## config.mk

```make
export PLATFORM = sky130hd
export DESIGN_NAME = alu_seq_flat
export DESIGN_NICKNAME = d
export VERILOG_FILES = /design/src/rtl/alu_seq_if.sv /design/src/rtl/alu_seq.sv /design/src/flat_wrapper.sv
export SDC_FILE = /design/constraint.sdc
export NUM_CORES = 1
export LEC_CHECK = 0
export ABC_AREA = 1
export CAP_MARGIN = 20
export CELL_PAD_IN_SITES_DETAIL_PLACEMENT = 1
export CELL_PAD_IN_SITES_GLOBAL_PLACEMENT = 2
export CORE_MARGIN = 2
export CORE_UTILIZATION = 26
export CTS_CLUSTER_DIAMETER = 40
export CTS_CLUSTER_SIZE = 25
export DETAILED_ROUTE_END_ITERATION = 10
export PLACE_DENSITY_LB_ADDON = 0.1
export SYNTH_ARGS = -nofsm -noshare
export SYNTH_HDL_FRONTEND = slang
export SYNTH_SLANG_ARGS = --single-unit
```

## constraint.sdc

```tcl
create_clock -name clk_i -period 1.4 [get_ports clk_i]
set_input_delay 0.14 -clock clk_i [delete_from_list [all_inputs] [get_ports clk_i]]
set_output_delay 0.14 -clock clk_i [all_outputs]
set_load 0.05 [all_outputs]
```

## src/rtl/alu_seq_if.sv

```systemverilog
// Handshake and operand/result bundle for alu_seq.
// Holds the input valid/ready, operands and control, and the output valid/ready with result and flags.
interface alu_seq_if #(
    parameter int unsigned WIDTH = 32
);
    logic             in_valid;
    logic             in_ready;
    logic [WIDTH-1:0] src1;
    logic [WIDTH-1:0] src2;
    logic [3:0]       ALU_control;
    logic [2:0]       comp;
    logic             out_valid;
    logic             out_ready;
    logic [WIDTH-1:0] result;
    logic             zero;
    logic             cout;
    logic             overflow;

    modport master (
        output in_valid, src1, src2, ALU_control, comp, out_ready,
        input  in_ready, out_valid, result, zero, cout, overflow
    );

    modport slave (
        input  in_valid, src1, src2, ALU_control, comp, out_ready,
        output in_ready, out_valid, result, zero, cout, overflow
    );
endinterface

```

## src/rtl/alu_seq.sv

```systemverilog
// Registered, handshaked WIDTH-bit ALU: logic ops, add/sub, set-on-compare, optional shift-add MUL.
// Define ALU_SEQ_MUL_EN to build the iterative multiplier; otherwise code 1000 is treated as invalid.
module alu_seq #(
    parameter int unsigned WIDTH = 32
) (
    input  logic       clk_i,
    input  logic       rst_i,
    alu_seq_if.slave   bus
);
    localparam logic [3:0] OP_AND = 4'b0000;
    localparam logic [3:0] OP_OR  = 4'b0001;
    localparam logic [3:0] OP_ADD = 4'b0010;
    localparam logic [3:0] OP_SUB = 4'b0110;
    localparam logic [3:0] OP_SET = 4'b0111;
    localparam logic [3:0] OP_NOR = 4'b1100;

    typedef enum logic [1:0] {S_IDLE, S_MUL, S_DONE} state_t;

    state_t           r_state;
    state_t           w_state_nxt;
    logic             w_accept;
    logic             w_is_sub;
    logic [WIDTH-1:0] w_b;
    logic [WIDTH:0]   w_sum_full;
    logic             w_add_ovf;
    logic             w_less;
    logic             w_eq;
    logic             w_cond;
    logic [WIDTH-1:0] w_res;
    logic             w_cout;
    logic             w_ovf;
    logic             w_in_ready;
    logic             w_out_valid;
    logic [WIDTH-1:0] r_result;
    logic             r_zero;
    logic             r_cout;
    logic             r_ovf;

`ifdef ALU_SEQ_MUL_EN
    localparam int unsigned CW = $clog2(WIDTH + 1);
    localparam logic [3:0]  OP_MUL = 4'b1000;
    logic                   w_is_mul;
    logic [2*WIDTH-1:0]     r_acc;
    logic [2*WIDTH-1:0]     r_mcand;
    logic [WIDTH-1:0]       r_mplier;
    logic [CW-1:0]          r_cnt;
    assign w_is_mul = (bus.ALU_control == OP_MUL);
`endif

    assign w_accept = bus.in_valid && w_in_ready;

    // Shared adder: SUB and SET use src1 + ~src2 + 1
    assign w_is_sub   = (bus.ALU_control == OP_SUB) || (bus.ALU_control == OP_SET);
    assign w_b        = w_is_sub ? ~bus.src2 : bus.src2;
    assign w_sum_full = {1'b0, bus.src1} + {1'b0, w_b} + (WIDTH+1)'(w_is_sub);
    assign w_add_ovf  = (bus.src1[WIDTH-1] == w_b[WIDTH-1]) &&
                        (w_sum_full[WIDTH-1] != bus.src1[WIDTH-1]);
    assign w_less     = w_sum_full[WIDTH-1] ^ w_add_ovf;
    assign w_eq       = (bus.src1 == bus.src2);

    always_comb begin
        w_cond = 1'b0;
        case (bus.comp)
            3'b000:  w_cond = w_less;
            3'b001:  w_cond = !w_less && !w_eq;
            3'b010:  w_cond = w_less || w_eq;
            3'b011:  w_cond = !w_less;
            3'b100:  w_cond = w_eq;
            3'b101:  w_cond = !w_eq;
            default: w_cond = 1'b0;
        endcase
    end

    // Single-cycle result and flags for the non-MUL codes
    always_comb begin
        w_res  = '0;
        w_cout = 1'b0;
        w_ovf  = 1'b0;
        case (bus.ALU_control)
            OP_AND: w_res = bus.src1 & bus.src2;
            OP_OR:  w_res = bus.src1 | bus.src2;
            OP_NOR: w_res = ~(bus.src1 | bus.src2);
            OP_ADD, OP_SUB: begin
                w_res  = w_sum_full[WIDTH-1:0];
                w_cout = w_sum_full[WIDTH];
                w_ovf  = w_add_ovf;
            end
            OP_SET: w_res = WIDTH'(w_cond);
            default: w_res = '0;
        endcase
    end

    always_ff @(posedge clk_i or negedge rst_i) begin
        if (!rst_i) r_state <= S_IDLE;
        else        r_state <= w_state_nxt;
    end

    always_comb begin
        w_state_nxt = r_state;
        case (r_state)
            S_IDLE: begin
                if (w_accept) begin
`ifdef ALU_SEQ_MUL_EN
                    w_state_nxt = w_is_mul ? S_MUL : S_DONE;
`else
                    w_state_nxt = S_DONE;
`endif
                end
            end
`ifdef ALU_SEQ_MUL_EN
            S_MUL:  if (r_cnt == '0) w_state_nxt = S_DONE;
`endif
            S_DONE: if (bus.out_ready) w_state_nxt = S_IDLE;
            default: w_state_nxt = S_IDLE;
        endcase
    end

    always_comb begin
        w_in_ready  = 1'b0;
        w_out_valid = 1'b0;
        case (r_state)
            S_IDLE:  w_in_ready  = 1'b1;
            S_DONE:  w_out_valid = 1'b1;
            default: ;
        endcase
    end

    // Result/flag registers and, when built, the shift-add multiplier
    always_ff @(posedge clk_i or negedge rst_i) begin
        if (!rst_i) begin
            r_result <= '0;
            r_zero   <= 1'b1;
            r_cout   <= 1'b0;
            r_ovf    <= 1'b0;
`ifdef ALU_SEQ_MUL_EN
            r_acc    <= '0;
            r_mcand  <= '0;
            r_mplier <= '0;
            r_cnt    <= '0;
`endif
        end else if (w_accept) begin
`ifdef ALU_SEQ_MUL_EN
            if (w_is_mul) begin
                r_acc    <= '0;
                r_mcand  <= {{WIDTH{1'b0}}, bus.src1};
                r_mplier <= bus.src2;
                r_cnt    <= CW'(WIDTH);
            end else
`endif
            begin
                r_result <= w_res;
                r_zero   <= (w_res == '0);
                r_cout   <= w_cout;
                r_ovf    <= w_ovf;
            end
        end
`ifdef ALU_SEQ_MUL_EN
        else if (r_state == S_MUL) begin
            if (r_cnt == '0) begin
                r_result <= r_acc[WIDTH-1:0];
                r_zero   <= (r_acc[WIDTH-1:0] == '0);
                r_cout   <= 1'b0;
                r_ovf    <= |r_acc[2*WIDTH-1:WIDTH];
            end else begin
                if (r_mplier[0]) r_acc <= r_acc + r_mcand;
                r_mcand  <= r_mcand << 1;
                r_mplier <= r_mplier >> 1;
                r_cnt    <= r_cnt - CW'(1);
            end
        end
`endif
    end

    assign bus.in_ready  = w_in_ready;
    assign bus.out_valid = w_out_valid;
    assign bus.result    = r_result;
    assign bus.zero      = r_zero;
    assign bus.cout      = r_cout;
    assign bus.overflow  = r_ovf;
endmodule

```

## src/flat_wrapper.sv

```systemverilog
// flat-port wrapper written by rule: the top's interface ports become plain ports
module alu_seq_flat 
#(
    parameter int unsigned WIDTH = 32
)
  (clk_i, rst_i, bus_in_valid, bus_src1, bus_src2, bus_ALU_control, bus_comp, bus_out_ready, bus_in_ready, bus_out_valid, bus_result, bus_zero, bus_cout, bus_overflow);
  alu_seq_if #(.WIDTH(WIDTH)) bus_i ();
  input  logic clk_i;
  input  logic rst_i;
  input wire logic [$bits(bus_i.in_valid)-1:0] bus_in_valid;
  input wire logic [$bits(bus_i.src1)-1:0] bus_src1;
  input wire logic [$bits(bus_i.src2)-1:0] bus_src2;
  input wire logic [$bits(bus_i.ALU_control)-1:0] bus_ALU_control;
  input wire logic [$bits(bus_i.comp)-1:0] bus_comp;
  input wire logic [$bits(bus_i.out_ready)-1:0] bus_out_ready;
  output wire logic [$bits(bus_i.in_ready)-1:0] bus_in_ready;
  output wire logic [$bits(bus_i.out_valid)-1:0] bus_out_valid;
  output wire logic [$bits(bus_i.result)-1:0] bus_result;
  output wire logic [$bits(bus_i.zero)-1:0] bus_zero;
  output wire logic [$bits(bus_i.cout)-1:0] bus_cout;
  output wire logic [$bits(bus_i.overflow)-1:0] bus_overflow;
  assign bus_i.in_valid = bus_in_valid;
  assign bus_i.src1 = bus_src1;
  assign bus_i.src2 = bus_src2;
  assign bus_i.ALU_control = bus_ALU_control;
  assign bus_i.comp = bus_comp;
  assign bus_i.out_ready = bus_out_ready;
  assign bus_in_ready = bus_i.in_ready;
  assign bus_out_valid = bus_i.out_valid;
  assign bus_result = bus_i.result;
  assign bus_zero = bus_i.zero;
  assign bus_cout = bus_i.cout;
  assign bus_overflow = bus_i.overflow;
  alu_seq #(.WIDTH(WIDTH)) u_core (.clk_i(clk_i), .rst_i(rst_i), .bus(bus_i));
endmodule
```

==> metrics.txt <==
die area=24,390 um^2; CTS sink cnt=36; CP max stage delay=0.25 ns; CP cell instances=buf_12 > inv_16 > nand3_4 > buf_12 > buf_6 > xor2_4 > ha_4 > buf_4 > buf_4 > inv_1 > nand3_1 > nand3_2 > nand2_1 > nor2_1 > nand2_1 > nor2_1 > nand2_1 > nor2_2 > nand3_1 > nor2_2 > nand4_1 > nor2_1 > nand2_1 > o21ai_1; final net count=1,552; reg2reg path depth=13; cell area power density=743.5 nW/um^2; htree depth=2; routed vias=7,982; I/O pins=112; Clock transition at path regs=0.05 ns; DRC Markers=0; Clock Skew=0.001377 ns; final hold vios=0; Max Root-Sink Buffers=2; I/O Buffers=111; Synth Register Bits=36; crit path capture=u_core.bus.zero$_DFFE_PN1P_; fin. max-slew vios=0; Post-Synth XOR/XNOR Area=4.510%; RR Startpoint=u_core.r_state[1]$_DFFE_PN0P_; root buf cell=clkbuf_16; post-route minimum period=2.749 ns; Mapped Area=6021 um^2; Max Cap Violations=0; Post-Place Cells=1,608; failing checks=setup timing; library cells used by synthesis=32; commonest cells in the netlist=nand2_1 (273), inv_1 (178), nor2_1 (113), ha_1 (96), nand3_1 (61); initial core utilization=26.51%; Non-Filler Instances=1,666; Overall Power=0.009110 W; fmax=363.8 MHz; Post-Syn Instances=992; initial antenna violation count=0; dpl ws=-2.148 ns; RSZ-0062 raised after global routing=true; P_leak=6.179 nW; post-DR wirelength/cell=18.83 um; Slew headroom=63.45%; Total GRT Usage=23.62%; worst setup path startpoint=bus_ALU_control[3]; Peak supply drop=0.6693 mV; GPL Wtd Cong=0.8405; simple-gate share of the synthesized area=33.77%; Post-Synth Adder-Cell Area=20.28%; layout cell share with drive strength beyond 1=51.12%; via/cell ratio=4.791; CP max stage cell=ha_4; Post-synth top flop=dfrtp_1; post-synthesis sequential area ratio=14.98%; Worst R2R Setup Slack=-0.57 ns; Post-synth EDFFs=0; pin count of the biggest net entering global routing=38; first-pass GRT wire length=44.59 mm; Fillers=2,691; crit share post-route=196.3%; area share of the largest cell type after synthesis=19.95%; Crit Path Class=in -> reg; Async SR Flop Fraction=100.0%; Synth area leader=ha_1; Core ar.=22,710 um^2; worst setup margin=-1.349 ns; CTS tree=done; final WL=31.37 mm; Yosys Warn Count=0; Clk Latency, worst-skew pair=0.28 ns; crit end category=register; GRT Residual Overflow=0; most common cell in the synthesized netlist=nand2_1; chip height=156.2 um; hpwl dp=23.79 mm; FF-to-FF End=u_core.bus.zero$_DFFE_PN1P_; Startpoint Class=primary input; FP Rows=55; CTS Buf Count=5; status=finished with violations; CP arrival=2.96 ns; CP Max Fanout=6; final antenna-violating net count=0; worst-margin pin slew=0.5482 ns; Die X=156.2 um; mux contribution to synthesized area=0%; vias in the first global route=8,112; Synth Area in Compound Gates=13.18%; Inserted Diodes=0; Avg Cell Area, Syn=6.069 um^2; Area growth, synth to finish=103.5%; Hold Path Class=in -> async; Mapped Nets=1,164; endpoints failing setup=35; most frequent CP cell=nand2_1; Data required, critical path=1.61 ns; Area contributors post-synth=ha_1 (20%), nand2_1 (17%), dfrtp_1 (15%); Iteration-0 DRC Markers=330; largest family of logic cells by synthesized area=simple AND/OR/NAND/NOR gates; first drt pass iteration count=4
-- where the power goes --
group	switching (W)	total, W	internal, W
registers	0.000212	0.00144	0.00123
clock network	0.000399	0.00111	0.000709
logic	0.00355	0.00656	0.00301
-- metal layers --
| layer | track usage [%] | wire length [um] | vias up |
|---|---|---|---|
| li1 | - | - | 3944 |
| met1 | 33.27 | 15000 | 3875 |
| met2 | 40.03 | 14900 | 130 |
| met3 | 2.083 | 873 | 33 |
| met4 | 3.451 | 599 | 0 |
| met5 | 0 | 0 | - |
-- metrics by stage --
step	TNS [ns]	hold slack, ns	utilization, %	cell area (um^2)
2_1_floorplan	-16.88	-0.1556	-	6222
3_5_place_dp	-57.92	0.1385	42.93	9749
6_report	-32.31	0.3677	53.96	12250
3_3_place_gp	-57.27	0.1385	42.93	9749
4_1_cts	-32.75	0.3826	48.47	11010
5_1_grt	-36.35	0.4114	53.96	12250
-- cell type report --
| cell class | count | area (um^2) | area share (%) |
|---|---|---|---|
| Multi-Input combinational cell | 748 | 6122 | 49.96 |
| Timing Repair Buffer | 403 | 3985 | 32.52 |
| Sequential cell | 36 | 903.4 | 7.373 |
| Inverter | 186 | 739.5 | 6.035 |
| Tap cell | 285 | 356.6 | 2.910 |
| Clock buffer | 8 | 146.4 | 1.195 |
-- cell usage in the layout (no fill, tap or decap), drive strengths merged --
cell | synthesis | layout
dfrtp | 35 | 35
nand3 | 63 | 63
clkinv | 2 | 1
a221oi | 24 | 24
fa | 1 | 1
xor2 | 31 | 31
dlymetal6s2s | 0 | 11
nor4 | 8 | 8
nand2 | 274 | 274
o21ai | 37 | 37
nand3b | 10 | 10
dfstp | 1 | 1
nand4 | 10 | 10
a21o | 1 | 1
buf | 10 | 330
inv | 184 | 184
nor2 | 113 | 113
dlygate4sd2 | 0 | 8
clkinvlp | 0 | 1
nor3 | 13 | 13
a21oi | 40 | 40
o21a | 1 | 1
clkdlybuf4s50 | 0 | 51
dlygate4sd3 | 0 | 1
a22o | 1 | 1
ha | 96 | 96
clkbuf | 12 | 10
o211ai | 3 | 3
a31oi | 14 | 14
o21bai | 8 | 8
-- registers in the layout, indices dropped and copies added (netlist names) --
register	flops
u_core.bus.zero	1
u_core.bus.cout	1
u_core.bus.result	32
u_core.r_state	1
u_core.bus.overflow	1
-- critical path: cells and delay by family --
family                   cells  cell delay, ns
AND/OR/NAND/NOR             14            1.44
AO/OA/AOI/OAI                1            0.11
buffers and inverters        7            0.80
XOR/XNOR                     1            0.17
adder cells (fa/ha/maj)      1            0.25
-- logic make-up (layout without fill, tap and decap cells) --
| logic type | after synthesis | count (layout) |
|---|---|---|
| and+or+nand+nor | 491 | 491 |
| buffers and inverters | 208 | 597 |
| AOI/OAI and AO/OA | 129 | 129 |
| adders and majority gates | 97 | 97 |
| DFF | 36 | 36 |
| xor gates and xnor gates | 31 | 31 |
-- worst min-delay path by stage --
stage | to | from | depth (start not counted)
floorplan | u_core.bus.cout$_DFFE_PN0P_ | rst_i | 0
global placement | u_core.bus.result[7]$_DFFE_PN0P_ | rst_i | 1
detailed placement | u_core.bus.result[9]$_DFFE_PN0P_ | rst_i | 1
CTS | u_core.bus.result[9]$_DFFE_PN0P_ | rst_i | 2
global route | u_core.bus.result[13]$_DFFE_PN0P_ | rst_i | 2
finish | u_core.bus.result[10]$_DFFE_PN0P_ | rst_i | 2
-- repair_timing --
| item | 4_1_cts | 5_1_grt |
|---|---|---|
| resized for setup | 271 | 258 |
| hold buffers | 1 | 0 |
| pin swaps | 104 | 144 |
| cloned | 2 | 0 |
| setup endpoints to repair | 35 | 35 |
| setup buffers | 36 | 33 |
| endpoints found under the hold margin | 19 | 0 |
Power figures use the tool's default switching activity.
